--- config.mk ---
export PLATFORM = sky130hd
export DESIGN_NAME = sat_counter
export DESIGN_NICKNAME = d
export VERILOG_FILES = /design/src/rtl/sat_counter.sv
export SDC_FILE = /design/constraint.sdc
export NUM_CORES = 1
export LEC_CHECK = 0
export ABC_AREA = 1
export BUFFER_PORTS_ARGS = -buffer_cell sky130_fd_sc_hd__clkbuf_2
export CAP_MARGIN = 10
export CORE_MARGIN = 3
export CORE_UTILIZATION = 40
export CTS_CLUSTER_DIAMETER = 50
export DETAILED_ROUTE_END_ITERATION = 10
export GPL_TIMING_DRIVEN = 0
export SLEW_MARGIN = 10
export SYNTH_ARGS = -nofsm -noshare
export SYNTH_HDL_FRONTEND = slang
export SYNTH_SLANG_ARGS = --single-unit
--- constraint.sdc ---
create_clock -name clk -period 1.7 [get_ports clk]
set_input_delay 0.34 -clock clk [delete_from_list [all_inputs] [get_ports clk]]
set_output_delay 0.34 -clock clk [all_outputs]
set_load 0.03 [all_outputs]
--- src/rtl/sat_counter.sv ---
// Saturating up-counter with synchronous clear.
//   clk   : clock, rising edge
//   rst   : asynchronous active-low reset, count -> 0
//   clr   : synchronous clear; applied before inc in the same cycle
//   inc   : count one event
//   count : current value, sticks at all-ones until clr or reset
module sat_counter #(
  parameter int W = 16
) (
  input  logic         clk,
  input  logic         rst,
  input  logic         clr,
  input  logic         inc,
  output logic [W-1:0] count
);

  logic [W-1:0] r_count;
  logic         w_full;

  assign w_full = &r_count;
  assign count  = r_count;

  always_ff @(posedge clk or negedge rst) begin
    if (!rst) begin
      r_count <= '0;
    end else if (clr) begin
      // Clear first, then the same-cycle event still counts.
      r_count <= inc ? W'(1) : '0;
    end else if (inc && !w_full) begin
      r_count <= r_count + 1'b1;
    end
  end

endmodule

======== Word level (Yosys, flattened, before mapping) ========
Cells that the tools add are included.
operators by class
  add/subtract/negate cells ............... 1
  muxes and demuxes ....................... 3
  reduce and logical (&&, ||, !) cells .... 4
operators by type and width
  cell                     count
  $mux W16                 2
  $add A16 B1 Y16 const B  1
  $reduce_and A16 Y1       1
  $reduce_bool A2 Y1       1
  $logic_and A1 B1 Y1      1
  $logic_not A1 Y1         1
  $mux W1                  1
word-level totals
  register bits after elaboration ......... 16
  bits of input ports ..................... 4
  output and inout bits ................... 16
  word-level logic and storage cells ...... 9

======== Depth between registers and ports, before layout ========
  word-level depth ........................ 5
  gate-level depth with buffers ........... 10
  depth with buffers taken out ............ 9

======== Worst setup path before layout ========
Ideal clock, no wire load.
  kind .................................... register -> register
  start point ............................. register r_count[0] (netlist: count[0])
  end point ............................... register r_count[6] (netlist: count[6])
  library setup time ...................... 119 ps
  arrival ................................. 1602 ps
  required time ........................... 1581 ps
  setup slack ............................. -20 ps
  stages on the path, launching flop included .. 11
  path buffers ............................ 1
  period minus slack after synthesis ...... 1720 ps
  cells stage by stage .................... dfrtp_1 -> ha_1 -> nand2_1 -> nor2_4 -> nand2_2 -> nor2_4 -> o21ai_4 -> inv_4 -> buf_6 -> nand2_1 -> nand2_1
on the way
  word-level cells in the longest chain between the ends .. 4
  elaborated cells on any way between the ends .. 7
  classes of those cells .................. add/sub: 1; mux: 2; reduce/logical: 4
ends and longest elaborated chain
  element                                                                  RTL line  source
  start: declaration                                                       17        logic [W-1:0] r_count;
  start signal: assignment                                                 28        r_count <= inc ? W'(1) : '0;
  start signal: assignment                                                 30        r_count <= r_count + 1'b1;
  parallel branches: the longest is 4 deep, another holds $add A16 B1 Y16  n/a
Parallel ways; which one is timed is not known. The select of a mux whose other input is x is not followed.
A chain may end at the register's enable or synchronous reset.

======== Final worst setup path ========
  start point ............................. register r_count[1] (netlist: count[1])
  end point ............................... register r_count[12] (netlist: count[12])
Same word-level chain as after synthesis.

==> results by group <==
Outcome
  • Run status: finished clean

Timing
  • Fin Setup TNS: 0 ns
  • Worst-margin pin slew: 0.453 ns
  • Crit share post-route: 0.926
  • Final setup margin: about 0.12 ns
  • WHS: around 0.38 ns
  • # setup viols final: 0
  • Max Clock Skew: roughly 0.0059 ns
  • Fmax: ~0.63 GHz
  • Slew Limit Fails: 0
  • Relative slew slack: 0.698
  • Clock period minus worst slack: 1.58 ns
  • Final hold vios: 0

Critical path
  • Slowest cell on crit path: dfrtp_2
  • Critical Path Start Type: register
  • Worst Setup SP: count[1]
  • CP cell instances: ha_2 -> nand2_1 -> nor2_4 -> nand2_4 -> nor2_4 -> o21ai_4 -> buf_4 -> nand3_1 -> nand2_1
  • Cells on worst reg2reg path: 9
  • CP Capture Type: register
  • R2r endpoint: count[12]
  • Buf/Inv on CP: 1
  • Critical Path RT: 1.89 ns
  • Reg2Reg Setup Slack: between 0.1 and 0.15 ns
  • Setup Crit Path Kind: reg -> reg
  • Crit Path Max Fanout: 7
  • Worst path top cell family by delay: simple AND/OR/NAND/NOR gates
  • Critical Path AT: 1.77 ns
  • Slowest stage delay, CP: about 0.40 ns
  • Worst r2r src: count[1]

Placement
  • IO Port Bufs: 19
  • Hpwl dp: roughly 1.7 mm
  • Final RePlAce weighted congestion: 0.789
  • Setup WS pre-CTS: -0.167 ns

Route
  • Wirelength per Cell: roughly 12 um
  • Via Count: ~1000
  • DRT iter0 DRCs: 28
  • Routed Antenna Nets: 0
  • WL final: between 2 and 2.5 mm
  • Drt drc: 0
  • Vias per inst: 4.99
  • DR pass1 iterations: 4

Synth
  • Largest cells by area after synthesis: dfrtp_1 (39%), nand2_1 (20%), nand3_1 (8.2%)
  • Ys Warns: 0
  • Synth Register Bits: 16
  • Seq/Total Area, Yosys: 0.387
  • Post-synth top area cell: dfrtp_1
  • Mapped Cells: approximately 150
  • Avg Cell Area, Syn: around 6.9 um^2
  • Post-synth cell types: 21
  • Top cell type's share of synthesized area: 0.387
  • Cell area after synthesis: approximately 1000 um^2
  • Mapped Nets: about 150

Die
  • Chip height: ~57 um
  • Ports: 20
  • Initial core utilization: 0.442
  • DIE AREA: between 3000 and 4000 um^2
  • Core area: approximately 2300 um^2
  • Die span in x: ~57 um
  • # rows: 17

Global route
  • Initial antenna violation count: 0
  • First-pass GRT wire length: 4.09 mm
  • Overall Global Routing Usage: 0.160
  • Met1 GRT Util: 0.231
  • Largest net degree at the start of global routing: 17
  • Met2 Use GR: 0.244
  • GR Overflow Total: 0
  • Met3 usage: 0.0414
  • Vias in the first global route: just under 900
  • Gr busiest metal: met2

Pwr
  • Clk pwr share: 0.348
  • Final Power: about 0.74 mW
  • Net switching power: between 0.15 and 0.2 mW
  • Pwr dens: between 500 and 600 nW/um^2
  • Power share of the combinational group: 0.120
  • Power Internal: ~0.55 mW
  • Sw Share: 0.263
  • IR drop worst, VDD: 531 uV
  • Reg power frac: 0.531
  • Leakage: ~0.63 nW

Finish
  • Final #Nets: ~180
  • Antenna diode count: 0
  • Core Util, Final: 0.533
  • Area delta synth->final: 20.6%
  • Max reg flops: 16
  • Filler cell count: roughly 250
  • Share of cells above drive strength 1: 0.222

Hold path
  • Hold Path Sink: count[0]
  • Hold path depth: 4
  • Hold path start: inc
  • Worst min path class: in -> reg

Clock tree
  • Num CTS Buffers: 3
  • CTS max path bufs: 2
  • TritonCTS clock tree: yes
  • CTS sink cnt: 16
  • Htree depth: 1
  • CTS Root Cell: clkbuf_4
  • Reg clk slew, reported paths: around 0.10 ns
  • Clk_lat worst skew: 0.29 ns

Run
  • Max Cap Viol: 0
-- power groups by stage --
stage	combinational [mW]	sequential (mW)	clock [mW]
6_report	0.0897	0.396	0.260
2_1_floorplan	0.0354	0.418	0
3_5_place_dp	0.0785	0.405	0
4_1_cts	0.0828	0.397	0.273
5_1_grt	0.101	0.397	0.284
3_3_place_gp	0.0783	0.404	0
-- final cells by class --
class	instances	area [um^2]	share of cell area
Inverter	14	55.1	0.0442
Tap cell	28	35.0	0.0281
Timing Repair Buffer	24	135	0.108
Clock buffer	4	36.3	0.0291
Sequential cell	16	403	0.323
Multi-Input combinational cell	117	578	0.464
Buffer	1	3.75	0.00301
-- layout by cell type (no fill, tap or decap), drive strengths merged --
cell,count
nand2,57
clkbuf,24
nor2,19
nand3,17
dfrtp,16
inv,14
nand4,9
a21oi,4
buf,4
o21ai,4
xor2,3
or2,1
a21boi,1
o21bai,1
ha,1
dlygate4sd3,1
-- cells by family after synthesis --
family,count (synthesis),share of synthesized area
and+or+nand+nor,103,0.443
buffers and inverters,16,0.0678
DFF,16,0.387
AOI/OAI and AO/OA,10,0.0642
adders and majority gates,1,0.0121
xor gates and xnor gates,3,0.0254
-- how the worst max path moves through the flow --
stage                     end  slack, ns  cells after the start
floorplan            count[6]       0.04                     10
global placement    count[10]      -0.17                      8
global route        count[12]      -0.01                      9
CTS                  count[8]       0.03                      8
finish              count[12]       0.12                      9
detailed placement   count[8]      -0.17                      8
-- synthesized netlist by cell type (all sizes together) --
cell type	count
or2	1
inv	14
a21boi	1
nand2	57
nand3	17
o21bai	1
nand4	9
o21ai	4
buf	1
ha	1
xor2	3
nor2	19
clkbuf	1
dfrtp	16
a21oi	4
-- layer usage --
layer / wire [um] / part of all wire / up-vias
met1: 1210 / 0.50 / 455
met4: 17 / 0.0071 / 0
li1: - / - / 538
met5: 0 / 0 / -
met2: 1070 / 0.44 / 22
met3: 115 / 0.048 / 2
-- what timing repair did --
item,CTS,global route
endpoints found under the setup margin,11,16
pin swaps,1,2
hold buffers,1,0
hold endpoints to repair,16,0
resized for setup,1,3
buffers inserted,1,3
-- stage by stage --
stage                     std cells  area [um^2]
after global placement          196         1170
after floorplan                 149         1040
after global routing            204         1250
after detailed placement        196         1170
after CTS                       202         1220
final                           204         1250
-- tightest hold or removal path, cell delays in order --
cell and delay, ns:
clkbuf_2 0.09, nand2_1 0.04, a21boi_1 0.12, nand2_1 0.06
Power figures use the tool's default switching activity.
